File: src/rtl/pc_seq_pkg.sv
// Shared definitions for the next-PC sequencer: state encoding and
// default PC width / vectors.
package pc_seq_pkg;
  localparam int PC_W = 6;
  localparam logic [PC_W-1:0] RESET_VEC_DEF = 6'd0;
  localparam logic [PC_W-1:0] TRAP_VEC_DEF  = 6'd63;

  typedef enum logic [1:0] {
    ST_RUN  = 2'd0,
    ST_HALT = 2'd1,
    ST_ERR  = 2'd2
  } state_e;
endpackage

File: src/rtl/pc_sequencer_ret_stack.sv
// Return-address LIFO. sp counts occupied entries (0..DEPTH); it never
// wraps. Pushes when full and pops when empty are ignored here, the
// sequencer decides what an overflow/underflow means.
module ret_stack #(
  parameter int WIDTH = 6,
  parameter int DEPTH = 4
) (
  input  logic                     clk,
  input  logic                     rst,
  input  logic                     push,
  input  logic                     pop,
  input  logic                     clr,
  input  logic [WIDTH-1:0]         push_data,
  output logic [WIDTH-1:0]         top_data,
  output logic [$clog2(DEPTH):0]   sp,
  output logic                     full,
  output logic                     empty
);
  localparam int AW  = $clog2(DEPTH);
  localparam int SPW = AW + 1;

  logic [WIDTH-1:0] mem_q [DEPTH];
  logic [WIDTH-1:0] mem_d [DEPTH];
  logic [SPW-1:0]   sp_q, sp_d;
  logic [AW-1:0]    wr_idx, rd_idx;

  // Low bits of sp address the next free slot; top-of-stack is one below
  // (at sp=DEPTH the low bits are 0, so rd_idx wraps to DEPTH-1 as wanted).
  assign wr_idx   = sp_q[AW-1:0];
  assign rd_idx   = wr_idx - AW'(1);
  assign top_data = mem_q[rd_idx];
  assign sp       = sp_q;
  assign full     = (sp_q == SPW'(DEPTH));
  assign empty    = (sp_q == '0);

  // Next stack contents and pointer; clear beats push beats pop.
  always_comb begin
    mem_d = mem_q;
    sp_d  = sp_q;
    if (clr) begin
      sp_d = '0;
    end else if (push && !full) begin
      mem_d[wr_idx] = push_data;
      sp_d          = sp_q + SPW'(1);
    end else if (pop && !empty) begin
      sp_d = sp_q - SPW'(1);
    end
  end

  // Pointer register; only the pointer needs a reset value.
  always_ff @(posedge clk) begin
    if (rst) sp_q <= '0;
    else     sp_q <= sp_d;
  end

  // Stack storage; contents are meaningless until pushed.
  always_ff @(posedge clk) begin
    mem_q <= mem_d;
  end
endmodule

File: src/rtl/pc_sequencer.sv
// Next-PC control for the PC register: increment, jump, call/return,
// halt/resume, stall. ld/Lvalue are combinational so the PC register
// takes the new value on the same edge as the command.
// Optional build macro PC_SEQ_STACK_TRAP_EN: stack overflow/underflow
// vectors to TRAP_VEC and clears the stack instead of entering ERR.
module pc_sequencer
  import pc_seq_pkg::*;
#(
  parameter int               WIDTH     = PC_W,
  parameter int               DEPTH     = 4,
  parameter logic [WIDTH-1:0] RESET_VEC = WIDTH'(RESET_VEC_DEF),
  parameter logic [WIDTH-1:0] TRAP_VEC  = WIDTH'(TRAP_VEC_DEF)
) (
  input  logic                   clk,
  input  logic                   rst,
  input  logic [WIDTH-1:0]       pc_in,
  input  logic                   stall,
  input  logic                   jmp,
  input  logic                   call,
  input  logic                   ret,
  input  logic                   halt,
  input  logic                   resume,
  input  logic [WIDTH-1:0]       target,
  output logic                   ld,
  output logic [WIDTH-1:0]       Lvalue,
  output logic [$clog2(DEPTH):0] sp,
  output logic                   halted,
  output logic                   stack_err
);
  state_e           state_q, state_d;
  logic             err_q, err_d;
  logic             push, pop, clr, fault;
  logic             full, empty;
  logic [WIDTH-1:0] top_data;
  logic [WIDTH-1:0] pc_inc;

  assign pc_inc    = pc_in + WIDTH'(1);
  assign halted    = (state_q == ST_HALT);
  assign stack_err = err_q;

`ifndef PC_SEQ_STACK_TRAP_EN
  // Trap vector only matters in the trap build.
  logic unused_trap_vec;
  assign unused_trap_vec = ^TRAP_VEC;
`endif

  ret_stack #(.WIDTH(WIDTH), .DEPTH(DEPTH)) u_stack (
    .clk       (clk),
    .rst       (rst),
    .push      (push),
    .pop       (pop),
    .clr       (clr),
    .push_data (pc_inc),
    .top_data  (top_data),
    .sp        (sp),
    .full      (full),
    .empty     (empty)
  );

  // Command priority in RUN: stall > halt > ret > call > jmp > increment.
  always_comb begin
    state_d = state_q;
    err_d   = err_q;
    ld      = 1'b0;
    Lvalue  = pc_inc;
    push    = 1'b0;
    pop     = 1'b0;
    clr     = 1'b0;
    fault   = 1'b0;
    if (rst) begin
      ld     = 1'b1;
      Lvalue = RESET_VEC;
    end else begin
      unique case (state_q)
        ST_RUN: begin
          if (stall) begin
            ld = 1'b0;
          end else if (halt) begin
            state_d = ST_HALT;
          end else if (ret) begin
            if (empty) fault = 1'b1;
            else begin
              ld     = 1'b1;
              Lvalue = top_data;
              pop    = 1'b1;
            end
          end else if (call) begin
            if (full) fault = 1'b1;
            else begin
              ld     = 1'b1;
              Lvalue = target;
              push   = 1'b1;
            end
          end else if (jmp) begin
            ld     = 1'b1;
            Lvalue = target;
          end else begin
            ld     = 1'b1;
            Lvalue = pc_inc;
          end
        end
        ST_HALT: begin
          if (resume && !stall) state_d = ST_RUN;
        end
        default: begin
          // ERR (and the unused encoding) park here until reset.
          state_d = ST_ERR;
        end
      endcase

      if (fault) begin
        err_d = 1'b1;
`ifdef PC_SEQ_STACK_TRAP_EN
        ld     = 1'b1;
        Lvalue = TRAP_VEC;
        clr    = 1'b1;
`else
        state_d = ST_ERR;
`endif
      end
    end
  end

  // State and sticky error flag.
  always_ff @(posedge clk) begin
    if (rst) begin
      state_q <= ST_RUN;
      err_q   <= 1'b0;
    end else begin
      state_q <= state_d;
      err_q   <= err_d;
    end
  end
endmodule
File: config.mk
export PLATFORM = sky130hd
export DESIGN_NAME = pc_sequencer
export DESIGN_NICKNAME = d
export VERILOG_FILES = /design/src/rtl/pc_seq_pkg.sv /design/src/rtl/pc_sequencer_ret_stack.sv /design/src/rtl/pc_sequencer.sv
export SDC_FILE = /design/constraint.sdc
export NUM_CORES = 1
export LEC_CHECK = 0
export BUFFER_PORTS_ARGS = -buffer_cell sky130_fd_sc_hd__buf_4
export CORE_ASPECT_RATIO = 1.25
export CORE_UTILIZATION = 54
export DETAILED_ROUTE_END_ITERATION = 8
export MAX_ROUTING_LAYER = met4
export PLACE_DENSITY = 0.79
export SLEW_MARGIN = 20
export SYNTH_ARGS = -nofsm -noshare
export SYNTH_HDL_FRONTEND = slang
export SYNTH_SLANG_ARGS = --single-unit
File: constraint.sdc
create_clock -name clk -period 2.7 [get_ports clk]
set_input_delay 0.54 -clock clk [delete_from_list [all_inputs] [get_ports clk]]
set_output_delay 0.54 -clock clk [all_outputs]
set_load 0.02 [all_outputs]
==> flow_summary.ini, run 1 <==
[run]
drv_cap = 0

[placement]
place.gp.congestion = 0.781
dpl.hpwl_mm = 2.33
io_buffer_count = 31

[cts]
clock_latency_ns = 0.32
tritoncts = built
clkTransAtPathRegs_ns = 0.09
root_buffer = clkbuf_4
ctsHoldBuffers = 0
cts.sinks = 30
cts_max_path_buffers = 2
cts_buffers = 5
htreeDepth = 2

[worst_setup_path]
path_class = flop to output port
ff2ff_path_depth = 8
cp_max_fo = 6
required_ns = 2.16
worstSetupStartpointType = flop
arrival_ns = 1.99
crit_path_end_kind = output port

[power_and_ir_drop]
leakage_nw = 0.723
peakVddDrop_v = 0.000453
power_w = 0.000939
powerDensity_nw_per_um2 = 485

[routing]
vias = 1140
drt_iter0_markers = 35
drc = 0
dr.pass1.iters = 5
drt-met1-wl_mm = 1.42
wl_mm = 3.21
highest_layer = met4
ant_nets = 0
post_drt_wl_per_cell_um = 16.1
wl_met3_um = 150
met2_length_mm = 1.59
via_per_inst = 5.70

[global_routing]
grt_max_degree = 15
grt_pass1_vias = 1093
antenna_found_initial = 0
overflow = 0
grt_pass1_wl_mm = 5.05
track_usage_pct = 24.2

[die]
die-width_um = 50
die_y_um = 62
num_rows = 21
core_area_um2 = 2710
initial_core_util_pct = 57.5
io_pins = 32
dieArea_um2 = 3100

[sta]
hold_viol = 0
setup_viol = 0
worst_pin_slew_ns = 0.410
fin_crit_sh_pct = 93.7
fin_skew_ns = 0.00428
rsz0062_at_grt = false
slew_headroom_pct = 72.5
maxClockFrequency_mhz = 395
period_needed_ns = 2.53
final.setup.tns_ns = 0
drv_slew = 0

[cells_and_area]
antenna_cells = 0
nets = 191
final_cell_mix = 36 x buf_4, 24 x edfxtp_1, 11 x a21oi_1, 8 x inv_1
nFillCells = 205
area_delta_synth_final_pct = 24.5
final_common_cell = buf_4
drive_gt1_share_pct = 36.1

[synthesis]
synth.avg_cell_area_um2 = 12.2
synth_warnings = 0
synth_area_leaders = edfxtp_1 46%, mux4_2 8.7%, dfxtp_1 7.7%
syn-instance-count = 127
synthesis.area_um2 = 1560
yosys.area.top_type_share_pct = 46.3
ys_seq_area_share_pct = 54.1
synth_fp_nets = 153
synth_seq_cells = 30
yosysTopAreaCell = edfxtp_1
synth.distinct_cells = 35

[min_path]
hp-class = flop to flop
hold_depth = 2

[status]
outcome = completed
[final timing paths]
check                   from       endpoint  slack [ns]
hold / removal     stack_err      stack_err        0.46
setup reg to reg  state_q[1]  u_stack.sp[2]        0.43
setup / recovery  state_q[1]      Lvalue[0]        0.17
hold reg to reg    stack_err      stack_err        0.46
[layout make-up]
cell class / instances / area, µm² / area share [%]
multi-input cells: 84 / 703 / 36.3
well taps: 34 / 42.5 / 2.20
repair buffers: 36 / 270 / 14.0
flip-flops and latches: 30 / 841 / 43.4
inverters: 8 / 30.0 / 1.55
clock inverters: 2 / 8.76 / 0.452
clock buffers: 6 / 41.3 / 2.13
[critical path, stage by stage, from the launching register on]
cell	delay (ns)
dfxtp_1	0.36
or4_1	0.62
buf_4	0.20
a21oi_1	0.14
nand2_1	0.07
a21oi_1	0.13
buf_4	0.16
[metrics by stage]
| stage | util [%] | cells | instance area [µm²] | hold WS (ns) | worst slack [ns] |
|---|---|---|---|---|---|
| finish | 71.6 | 200 | 1940 | 0.455 | 0.170 |
| global route | 71.6 | 200 | 1940 | 0.487 | 0.00744 |
| CTS | 71.0 | 200 | 1920 | 0.457 | 0.0237 |
| detailed placement | 69.1 | 192 | 1870 | 0.446 | 0.161 |
| global placement | 69.1 | 192 | 1870 | 0.434 | 0.215 |
| floorplan | - | 127 | 1580 | 0.460 | 0.0745 |
[Yosys cell counts]
master and count:
mux4_2 6, clkbuf_2 1, ha_1 6, o2111ai_1 1, nand3b_1 1, a22oi_1 1, a21o_1 1, clkbuf_1 1
nand2_1 8, nor3_1 1, buf_2 3, nor4_4 1, nor2_1 7, and2_1 6, mux2i_1 1, o21ai_0 4
edfxtp_1 24, or4_1 1, inv_1 8, o32ai_1 4, xor2_1 2, or3_1 1, xnor2_1 4, nand2b_1 2
nand3_1 3, nor4_1 1, dfxtp_1 6, a211oi_1 4, o221ai_1 1, o21ai_1 2, a21oi_1 11, a31oi_1 1
o31ai_1 1, a21bo_2 1, or2_2 1
[kinds of logic (layout without fill, tap and decap cells)]
family	Yosys count	count (layout)	synth area share [%]
adders and majority gates	6	6	4.83
xor gates and xnor gates	6	6	3.38
muxes	7	7	9.33
buffers and inverters	13	52	3.46
DFF	30	30	54.1
AOI/OAI and AO/OA	32	32	13.3
and+or+nand+nor	33	33	11.7
[routing by layer]
metal,global-route usage (%),up-vias
li1,-,558
met1,28.0,539
met2,40.8,37
met3,6.57,6
met4,8.57,0
met5,-,-
[power breakdown]
group	internal, W	switching, W	total, W
Clock	0.0000976	0.000146	0.000243
Combinational	0.0000840	0.000100	0.000184
Sequential	0.000507	0.00000412	0.000512
[flip-flops by register name, indices dropped and copies added, names as in the netlist]
| signal | count |
|---|---|
| state_q | 2 |
| u_stack.mem_q | 24 |
| u_stack.sp | 3 |
| stack_err | 1 |
[timing repair]
action                                  in CTS  in global routing
setup buffers                                0                  0
endpoints found under the setup margin       0                  4
resized for setup                            0                  4
No activity file was read; power rests on OpenSTA's default activity.
==> inputs of run 2 (changes only) <==
--- a/config.mk
+++ b/config.mk
@@ -10,4 +10,5 @@
 export CORE_UTILIZATION = 54
 export DETAILED_ROUTE_END_ITERATION = 8
+export GPL_ROUTABILITY_DRIVEN = 0
 export MAX_ROUTING_LAYER = met4
 export PLACE_DENSITY = 0.79
==> constraint.sdc (replaced) <==
create_clock -name clk -period 2.7 [get_ports clk]
set_input_delay 0.54 -clock clk [delete_from_list [all_inputs] [get_ports clk]]
set_output_delay 0.54 -clock clk [all_outputs]
set_load 0.05 [all_outputs]
==> run 2 against run 1 <==
Compared with the run above:
- non-clock buffer count is 2 lower
- sequential power about the same
- final cell count decreased by 1.0%
- utilization rose by 3.9 points
- sequential cell count unchanged
- critical endpoint is now Lvalue[3]
- global-route usage decreased by 1.1 points
- via count rose by 1.8%
- largest cell class unchanged
- first-iteration DRC count rose by 17%
- die area did not move
- clock-buffer cell count shrank 1
- largest power group unchanged
- design area grew 5.5%
==> flow_summary.ini, run 2 (synthesized netlist as in run 1, its figures left out) <==
[worst_setup_path]
arrival_ns = 2.04
path_class = flop to output port
crit_path_end_kind = output port
worstSetupStartpointType = flop
required_ns = 2.16
cp_max_fo = 9

[sta]
final.setup.tns_ns = 0
drv_slew = 0
rsz0062_at_grt = false
maxClockFrequency_mhz = 388
period_needed_ns = 2.58
fin_crit_sh_pct = 95.5
fin_skew_ns = 0.00658
hold_viol = 0
setup_viol = 0
worst_pin_slew_ns = 0.500
slew_headroom_pct = 66.7

[global_routing]
grt_pass1_vias = 1016
antenna_found_initial = 0
overflow = 0
grt_pass1_wl_mm = 4.87
grt_max_degree = 15
track_usage_pct = 23.1

[power_and_ir_drop]
peakVddDrop_v = 0.000436
seq_power_share_pct = 50.4
p_switching_w = 0.000311
combPwrFrac_pct = 23.3
p_int_w = 0.000704
powerDensity_nw_per_um2 = 497
sw_frac_of_total_pct = 30.6
p_clk_share_pct = 26.3
leakage_nw = 0.740

[cells_and_area]
largest_reg_flops = 24
drive_gt1_share_pct = 42.1
area_delta_synth_final_pct = 31.4
nets = 189
regMostFlops = u_stack.mem_q
antenna_cells = 0
final_util_pct = 75.5
final_common_cell = buf_4
final_cell_mix = 29 x buf_4, 24 x edfxtp_1, 9 x a21oi_1, 8 x inv_1

[die]
die-width_um = 50
die_y_um = 62
io_pins = 32
core_area_um2 = 2710
initial_core_util_pct = 57.5
dieArea_um2 = 3100
num_rows = 21

[status]
outcome = completed

[cts]
clock_latency_ns = 0.33
cts_buffers = 5
clkTransAtPathRegs_ns = 0.10
root_buffer = clkbuf_4
ctsHoldBuffers = 0
cts.sinks = 30
tritoncts = built
cts_max_path_buffers = 2
htreeDepth = 2

[routing]
dr.pass1.iters = 4
vias = 1160
via_per_inst = 5.86
ant_nets = 0
post_drt_wl_per_cell_um = 16.2
drc = 0
drt_iter0_markers = 41
wl_mm = 3.21

[min_path]
hp-class = flop to flop

[placement]
dpl.hpwl_mm = 2.33
io_buffer_count = 31

[run]
drv_cap = 0
==> run 2: worst max-delay path, cell delays in order, from the launching register on <==
cell,delay (ns)
dfxtp_4,0.40
inv_1,0.09
ha_4,0.18
nand3_1,0.09
o21ai_2,0.15
o21ai_2,0.24
a21oi_1,0.14
a211oi_4,0.21
buf_6,0.19
==> run 2: cell type report <==
cell class	instances	area (µm²)
clock inverter	3	21.3
tap	34	42.5
timing repair buffer	34	283
fill	164	663
clock buffer	5	37.5
sequential	30	848
inverter	8	30.0
multi-input combinational	84	781
==> run 2: path summary, 6_finish.rpt <==
path | cells past startpoint | slack [ns] | startpoint | endpoint
min reg2reg | 2 | 0.47 | stack_err | stack_err
max reg2reg | 8 | 0.42 | state_q[1] | u_stack.sp[2]
max | 8 | 0.12 | u_stack.sp[1] | Lvalue[3]
min | 2 | 0.47 | stack_err | stack_err
==> run 2: layer usage <==
metal  track usage (%)  share of wire [%]  vias to the layer above
met3              6.81                5.9                        7
met1              26.5                 41                      561
met4              8.16                1.2                        0
met5                 -                  0                        -
met2              38.7                 52                       42
li1                  -                  -                      550
==> run 2: power by group through the flow <==
stage,sequential [W],clock (W),combinational [W]
3_3_place_gp,0.000526,0,0.000209
6_report,0.000512,0.000267,0.000237
2_1_floorplan,0.000532,0,0.000138
5_1_grt,0.000513,0.000293,0.000252
4_1_cts,0.000513,0.000275,0.000229
3_5_place_dp,0.000527,0,0.000215
==> run 2: what timing repair did <==
action	in CTS	in global routing
buffers inserted	1	0
setup endpoints to repair	6	5
gates resized for setup	8	7
pin swaps	1	1
==> run 2: through the flow <==
stage / std cells / total power, W / area, µm² / setup WS, ns / hold slack (ns)
finish: 198 / 0.00102 / 2040 / 0.121 / 0.466
detailed placement: 189 / 0.000741 / 1900 / 0.124 / 0.446
global route: 198 / 0.00106 / 2040 / 0.0233 / 0.498
global placement: 189 / 0.000735 / 1900 / 0.188 / 0.436
floorplan: 127 / 0.000670 / 1620 / 0.0747 / 0.460
CTS: 198 / 0.00102 / 2010 / 0.0539 / 0.462
